--- config.mk ---
export PLATFORM = sky130hd
export DESIGN_NAME = dmem_bytelane
export DESIGN_NICKNAME = d
export VERILOG_FILES = /design/src/rtl/dmem_bytelane.sv
export SDC_FILE = /design/constraint.sdc
export NUM_CORES = 2
export LEC_CHECK = 0
export CAP_MARGIN = 15
export CORE_MARGIN = 2
export CORE_UTILIZATION = 62
export DETAILED_ROUTE_END_ITERATION = 10
export GPL_ROUTABILITY_DRIVEN = 0
export PLACE_DENSITY = 0.78
export SLEW_MARGIN = 20
export SYNTH_ARGS = -nofsm -noshare
export SYNTH_HDL_FRONTEND = slang
export SYNTH_SLANG_ARGS = --single-unit
--- constraint.sdc ---
create_clock -name clk -period 7.3 [get_ports clk]
set_clock_uncertainty 0.15 [all_clocks]
set_input_delay 1.46 -clock clk [delete_from_list [all_inputs] [get_ports clk]]
set_output_delay 1.46 -clock clk [all_outputs]
set_load 0.03 [all_outputs]
--- src/rtl/dmem_bytelane.sv ---
`default_nettype none
// ============================================================================
// Module   : dmem_bytelane
// Brief    : Little-endian word RAM with byte/half/word stores, extending
//            loads, a registered read port and a post-reset clear sequencer.
//            Optional macro DMEM_ALIGN_CHECK_EN enables misalignment trapping.
// Revision : 1.0 - initial release
// ============================================================================
module dmem_bytelane #(
  parameter int DEPTH_WORDS = 64,
  parameter int AW          = $clog2(DEPTH_WORDS)
) (
  input  logic        clk,
  input  logic        rst,
  input  logic        ena,
  input  logic        w_ena,
  input  logic [1:0]  dm_size,
  input  logic        dm_sext,
  input  logic [31:0] dm_addr,
  input  logic [31:0] dm_wdata,
  output logic [31:0] dm_rdata,
  output logic        rvalid,
  output logic        busy,
  output logic        misalign
);

  typedef enum logic [0:0] {
    ST_CLEAR = 1'b0,
    ST_READY = 1'b1
  } state_t;

  localparam logic [AW-1:0] c_LAST_IDX = AW'(DEPTH_WORDS - 1);

  state_t        r_state;
  logic [AW-1:0] r_cnt;
  logic          r_busy;
  logic [31:0]   r_rdata;
  logic          r_rvalid;
  logic          r_misalign;
  logic [31:0]   r_mem [DEPTH_WORDS];

  logic [AW-1:0] w_idx;
  logic [1:0]    w_off;
  logic          w_mis;
  logic [31:0]   w_rword;
  logic [31:0]   w_shift;
  logic [31:0]   w_load;
  logic [3:0]    w_lane_be;
  logic [31:0]   w_lane_dat;
  logic          w_we;
  logic [AW-1:0] w_widx;
  logic [3:0]    w_wbe;
  logic [31:0]   w_wdat;
  logic          w_unused;

  assign w_unused = ^dm_addr[31:AW+2];
  assign w_idx    = dm_addr[AW+1:2];

  // Low address bits the access really uses; when checking is enabled a
  // legal half/word access already has these bits at zero.
  always_comb begin
    w_off = 2'b00;
    case (dm_size)
      2'b00:   w_off = dm_addr[1:0];
      2'b01:   w_off = {dm_addr[1], 1'b0};
      default: w_off = 2'b00;
    endcase
  end

`ifdef DMEM_ALIGN_CHECK_EN
  assign w_mis = (dm_size == 2'b11) ||
                 ((dm_size == 2'b01) && dm_addr[0]) ||
                 ((dm_size == 2'b10) && (dm_addr[1:0] != 2'b00));
`else
  assign w_mis = 1'b0;
`endif

  assign w_rword = r_mem[w_idx];
  assign w_shift = w_rword >> {w_off, 3'b000};

  always_comb begin
    w_load = w_rword;
    case (dm_size)
      2'b00:   w_load = {{24{dm_sext & w_shift[7]}}, w_shift[7:0]};
      2'b01:   w_load = {{16{dm_sext & w_shift[15]}}, w_shift[15:0]};
      default: w_load = w_rword;
    endcase
  end

  // Store data is replicated across lanes so the enables alone pick the target.
  always_comb begin
    w_lane_be  = 4'b1111;
    w_lane_dat = dm_wdata;
    case (dm_size)
      2'b00: begin
        w_lane_be  = 4'b0001 << w_off;
        w_lane_dat = {4{dm_wdata[7:0]}};
      end
      2'b01: begin
        w_lane_be  = 4'b0011 << w_off;
        w_lane_dat = {2{dm_wdata[15:0]}};
      end
      default: begin
        w_lane_be  = 4'b1111;
        w_lane_dat = dm_wdata;
      end
    endcase
  end

  always_comb begin
    w_we   = 1'b0;
    w_widx = r_cnt;
    w_wbe  = 4'b1111;
    w_wdat = 32'h0;
    if (r_state == ST_CLEAR) begin
      w_we = !rst;
    end else begin
      w_we   = !rst && ena && w_ena && !w_mis;
      w_widx = w_idx;
      w_wbe  = w_lane_be;
      w_wdat = w_lane_dat;
    end
  end

  always_ff @(posedge clk) begin
    for (int l = 0; l < 4; l++) begin
      if (w_we && w_wbe[l]) begin
        r_mem[w_widx][l*8 +: 8] <= w_wdat[l*8 +: 8];
      end
    end
  end

  always_ff @(posedge clk) begin
    if (rst) begin
      r_state    <= ST_CLEAR;
      r_cnt      <= '0;
      r_busy     <= 1'b1;
      r_rdata    <= 32'h0;
      r_rvalid   <= 1'b0;
      r_misalign <= 1'b0;
    end else begin
      r_rvalid   <= 1'b0;
      r_misalign <= 1'b0;
      case (r_state)
        ST_CLEAR: begin
          r_cnt <= r_cnt + 1'b1;
          if (r_cnt == c_LAST_IDX) begin
            r_state <= ST_READY;
            r_busy  <= 1'b0;
          end
        end
        ST_READY: begin
          if (ena) begin
            if (w_mis) begin
              r_misalign <= 1'b1;
            end else if (!w_ena) begin
              r_rdata  <= w_load;
              r_rvalid <= 1'b1;
            end
          end
        end
        default: begin
          r_state <= ST_CLEAR;
          r_cnt   <= '0;
          r_busy  <= 1'b1;
        end
      endcase
    end
  end

  assign dm_rdata = r_rdata;
  assign rvalid   = r_rvalid;
  assign busy     = r_busy;
  assign misalign = r_misalign;

endmodule
`default_nettype wire

Word level (Yosys, flattened, before mapping)
Memory sizes are Yosys's and may differ from the RTL's.
Cells that the tools add are included.
{"block": "op_classes", "n_addsub": 1, "n_eq_ne": 2, "n_shift": 3, "n_mux": 19, "bitwise": 5, "n_reduce_logical": 11}
{"cell": "32-bit one-hot mux with 2 select lines", "count": 2}
{"cell": "32-bit two-way mux", "count": 1}
{"cell": "32-bit by 5-bit right shift with 16-bit output", "count": 1}
{"cell": "1-bit two-way mux", "count": 12}
{"cell": "4-bit one-hot mux with 2 select lines", "count": 1}
{"cell": "6-bit by 1-bit adder with 6-bit output (second input constant)", "count": 1}
{"cell": "6-bit == test (second input constant)", "count": 1}
{"cell": "1-bit logical AND", "count": 6}
{"cell": "6-bit two-way mux", "count": 1}
{"cell": "4-bit two-way mux", "count": 1}
{"cell": "2-bit one-hot mux with 2 select lines", "count": 1}
{"cell": "1-bit by 2-bit << shifter with 4-bit output (first input constant)", "count": 1}
{"cell": "2-bit by 2-bit << shifter with 4-bit output (first input constant)", "count": 1}
{"cell": "1-bit inverter", "count": 3}
{"cell": "3-bit AND reduction", "count": 1}
{"cell": "3-bit OR reduction", "count": 1}
{"cell": "1-bit bitwise AND", "count": 2}
{"cell": "2-bit by 1-bit == test with 1-bit output (second input constant)", "count": 1}
{"cell": "2-bit logical NOT", "count": 1}
{"cell": "2-bit AND reduction", "count": 1}
{"cell": "1-bit logical NOT", "count": 1}
{"block": "totals", "reg_bits": 41, "ram_bits": 2048, "input_bits": 71, "output_inout_bits": 35, "elab_cells": 47, "mem_count": 1}
{"memory": "r_mem", "words": 64, "width": 32, "rd": 1, "rd_clocked_by_memory_dff": 0, "wr": 1, "line": "40", "source": "logic [31:0] r_mem [DEPTH_WORDS];"}

Depth between registers and ports, before layout
{"block": "depth", "word_depth": 8, "depth_mapped": 15, "mapped_depth_nobuf": 8}

Worst setup path before layout
OpenSTA, ideal clock, no wires.
{"block": "synth_timing", "path_type": "input to register", "from": "input dm_size[0]", "to": "memory r_mem[0][10] (data pin)", "setup_ns": 0.724, "arrival_time_ns": 4.725, "t_required_ns": 6.426, "slack_ns": 1.701, "cell_stages": 5, "path_buffers": 2, "path_cell_list": "clkbuf_1 or2_2 buf_1 nand2_1 a21boi_0"}
{"block": "synth_via", "elab_chain_len": 3, "elab_cells_between_ends": 4, "cone_classes": "eq/ne (1); mux (2); reduce/logical (1)"}
{"element": "start: declaration", "line": "17", "source": "input logic [1:0] dm_size,"}
{"element": "2-bit by 1-bit == test with 1-bit output or 2-bit logical NOT (tied branches)", "line": "94", "source": "case (dm_size)"}
{"element": "32-bit one-hot mux with 2 select lines *", "line": "94"}
{"element": "32-bit two-way mux *", "line": "115", "source": "if (r_state == ST_CLEAR) begin"}
{"element": "named net w_wdat[10]", "line": "53", "source": "logic [31:0] w_wdat;"}
{"element": "end: declaration", "line": "40"}
Mark *: on every way through the listed nets, which the timed path passes. The rest lies on a longest branch.

Worst setup path after layout
{"block": "layout_timing", "from": "input dm_size[0]", "to": "memory r_mem[37][1], enable pin"}
{"block": "layout_via", "elab_chain_len": 8, "elab_cells_between_ends": 10, "cone_classes": "eq/ne (1); shift (2); mux (5); reduce/logical (2)"}
{"element": "2-bit by 1-bit == test with 1-bit output or 2-bit logical NOT (tied branches)", "line": "63, 94"}
{"element": "2-bit one-hot mux with 2 select lines", "line": "63", "source": "case (dm_size)"}
{"element": "2-bit by 2-bit << shifter with 4-bit output or 1-bit by 2-bit << shifter with 4-bit output (tied branches)", "line": "100, 96"}
{"element": "4-bit one-hot mux with 2 select lines *", "line": "94"}
{"element": "4-bit two-way mux *", "line": "115"}
{"element": "1-bit logical AND *", "line": "127", "source": "if (w_we && w_wbe[l]) begin"}
{"element": "1-bit two-way mux *", "line": "127"}
{"element": "1-bit two-way mux (implied by the code) *", "line": "128", "source": "r_mem[w_widx][l*8 +: 8] <= w_wdat[l*8 +: 8];"}
Mark *: on every way between the ends. The rest lies on a longest branch, timed or not.

==> qor.yml <==
cts_root_buf: "clkbuf_16"
grt_pass1_vias: 42000
synth-edff-count: 2048
switching_share_pct: 20.9
cp_max_fo: 16
tightest_slew_ns: 1.22
ff2ff_path_depth: 6
ys_top_cells_by_area: "edfxtp_1 74%, mux4_2 14%, mux2i_1 1.8%, nor2_1 1.7%, dfxtp_1 0.99%"
yosysTopAreaCellShare_pct: 74.4
drt_wl_total_um: 208000
synthArstFlopShare_pct: 0
fin_crit_ns: 5.38
cap_violations: 0
cts.path.max_buffers: 3
power_frac_comb_pct: 4.8
whs_endpoint: "busy$_SDFFE_PP1P_"
hold_start: "busy$_SDFFE_PP1P_"
grt_pass1_wl_um: 299000
power_switching_mw: 5.02
pre_cts_ws_ns: 1.35
slew_headroom_pct: 18.3
drive_gt1_share_pct: 22.4
drt-initial-drc-count: 7705
start_kind: "input port"
synth_top_cell_by_area: "edfxtp_1"
r2r_end: "r_mem[43][21]$_DFFE_PP_"
routed_via_density: 7.02
arrival_ns: 5.68
synth_area_um2: 82700
placedCellCount: 5723
yosys_warnings: 0
path_clk_slew_ns: 0.06
leakage_nw: 30.4
post_cts_buffers: 0
die_h_um: 369
core_region_area_um2: 132000
clkPwrFrac_pct: 41.1
die_x_um: 369
rrSetupSlack_ns: 3.01
grt_setup_unrepaired: "no"
grt_max_degree: 123
met3_usage_pct: 10.3
hold_viol: 0
cts_hold_buf: 0
post-route-period-util_pct: 73.7
fin_ws_ns: 1.92
cts_made_buffers: 194
power_density_nw_per_um2: 263
die-area_um2: 136000
r2r_start: "r_state$_SDFF_PP0_"
intPower_mw: 19.0
dp_hpwl_um: 125000
hold_depth: 2
fin_cells: 6069
hold_path.class: "reg -> reg"
status: "complete, no violations"
cts.sinks: 2089
synth.distinct_cells: 77
synth.ff_latch_count: 2089
postLayoutCellArea_um2: 91400
clock.fmax_ghz: 0.186
fin_tns_setup_ns: 0
drt-pass1-iter-count: 9
final_nets: 4236
top_usage_layer: "met2"
netlist_instances: 4027
antenna_violating_nets_post_route: 0
seq_area_frac_synth_pct: 75.4
vias: 42600
cp_data_required_time_ns: 7.59
netlist_top_cells_count: "2048 x edfxtp_1, 525 x mux4_2, 365 x nor2_1"
slew_violations: 0
n_antenna_cell: 0
io_buffers: 80
cts_tree: "built"
yosysMostFrequentCell: "edfxtp_1"
seqPwrFrac_pct: 54.1
ir_worst_vdd_mv: 0.176
start_util_pct: 62.6
grt_usage_pct: 31.0
synthFlopType: "edfxtp_1"
io_pins: 106
setup.worst_path.class: "in -> reg"
synthesis.nets: 4099
rows: 133
grt_overflow_total: 0
placed_area_um2: 85300
setup_viol_count_final: 0
syn_area_per_cell_um2: 20.5
syn_to_final_growth_pct: 10.6
drc: 0
ctsResizeCount: 0
htreeDepth: 4
insertion_delay_ns: 0.83
wl_per_cell_um: 34.4
antenna_found_initial: 9
grtUsageMet1_pct: 44.6
endpoint_kind: "register"
grtUsageMet2_pct: 45.0
layout by cell type (no fill, tap or decap), types with 7 or more instances in the layout:
| master | n |
|---|---|
| clkinv_1 | 41 |
| o221ai_1 | 20 |
| nor2_1 | 361 |
| clkinv_2 | 26 |
| dfxtp_1 | 40 |
| mux4_1 | 10 |
| o211a_2 | 7 |
| nand2_1 | 175 |
| a22o_1 | 7 |
| clkbuf_1 | 48 |
| inv_6 | 8 |
| inv_1 | 11 |
| buf_4 | 81 |
| bufinv_16 | 18 |
| o21ai_0 | 19 |
| mux4_2 | 525 |
| o21ai_1 | 7 |
| nor2b_4 | 8 |
| clkbuf_16 | 197 |
| a21boi_4 | 8 |
| nand4_1 | 8 |
| a22oi_1 | 40 |
| nor3_1 | 16 |
| a21oi_1 | 45 |
| nand2b_1 | 13 |
| buf_12 | 11 |
| and2_1 | 18 |
| nand3_1 | 39 |
| o22ai_1 | 39 |
| edfxtp_1 | 2048 |
| a211oi_1 | 21 |
| nor2b_1 | 19 |
| o211ai_1 | 8 |
| clkdlybuf4s50_1 | 73 |
| mux2i_1 | 149 |
| mux2_2 | 25 |
sequential cells by signal (all words and copies together), names as in the netlist:
signal	cells
r_mem	2048
dm_rdata	32
r_cnt	6
busy	1
r_state	1
rvalid	1
power by group through the flow:
stage | clock (mW) | sequential, mW | combinational (mW)
floorplan | 0 | 13.3 | 0.718
global placement | 0 | 13.3 | 1.09
detailed placement | 0 | 13.3 | 1.11
CTS | 9.91 | 13.0 | 1.12
global route | 10.3 | 13.0 | 1.18
finish | 9.87 | 13.0 | 1.15
through the flow:
stage          hold slack [ns]  total power, mW  util [%]
2_1_floorplan            0.365             14.0         -
3_3_place_gp             0.288             14.4      64.6
3_5_place_dp             0.310             14.4      64.6
4_1_cts                  0.313             24.0      69.3
5_1_grt                  0.327             24.5      69.3
6_report                 0.312             24.0      69.3
cell type report:
class	instances	area (µm²)
Timing Repair Buffer	171	1630
Fill cell	7656	40500
Clock buffer	245	5110
Tap cell	1755	2200
Clock inverter	101	1010
Sequential cell	2089	62300
Inverter	14	52.6
Multi-Input combinational cell	1694	19100
worst max-delay path, stage by stage:
cell	delay, ns
clkdlybuf4s50_1	0.47
buf_4	0.35
nor2_1	0.09
buf_4	0.22
and2_0	0.45
nor2_1	0.30
nor2_1	0.07
nor2_1	0.70
nand2_1	0.66
nor2_1	0.88
kinds of logic after synthesis:
kind of cell             synth area share, %
buffers and inverters                   1.71
XOR/XNOR                              0.0424
AO/OA/AOI/OAI                           2.43
flip-flops                              75.4
multiplexers                            16.8
adder cells (fa/ha/maj)               0.0151
other                                0.00454
AND/OR/NAND/NOR                         3.64
routing by layer:
layer	up-vias	share of wire, %	wire length (µm)
met1	22000	36	75800
met5	-	0.032	66
met2	3241	45	94400
li1	16900	-	-
met4	10	3.9	8050
met3	448	14	30200
how the worst max path moves through the flow:
stage,start,endpoint,slack (ns)
finish,dm_size[0],r_mem[37][1]$_DFFE_PP_,1.92
global route,dm_size[0],r_mem[37][1]$_DFFE_PP_,1.78
CTS,dm_size[0],r_mem[48][2]$_DFFE_PP_,2.20
detailed placement,dm_size[0],r_mem[37][0]$_DFFE_PP_,1.35
global placement,dm_size[0],r_mem[37][0]$_DFFE_PP_,1.43
floorplan,dm_size[0],r_mem[0][10]$_DFFE_PP_,1.70
Note: power is estimated with default switching activity, not from simulation.
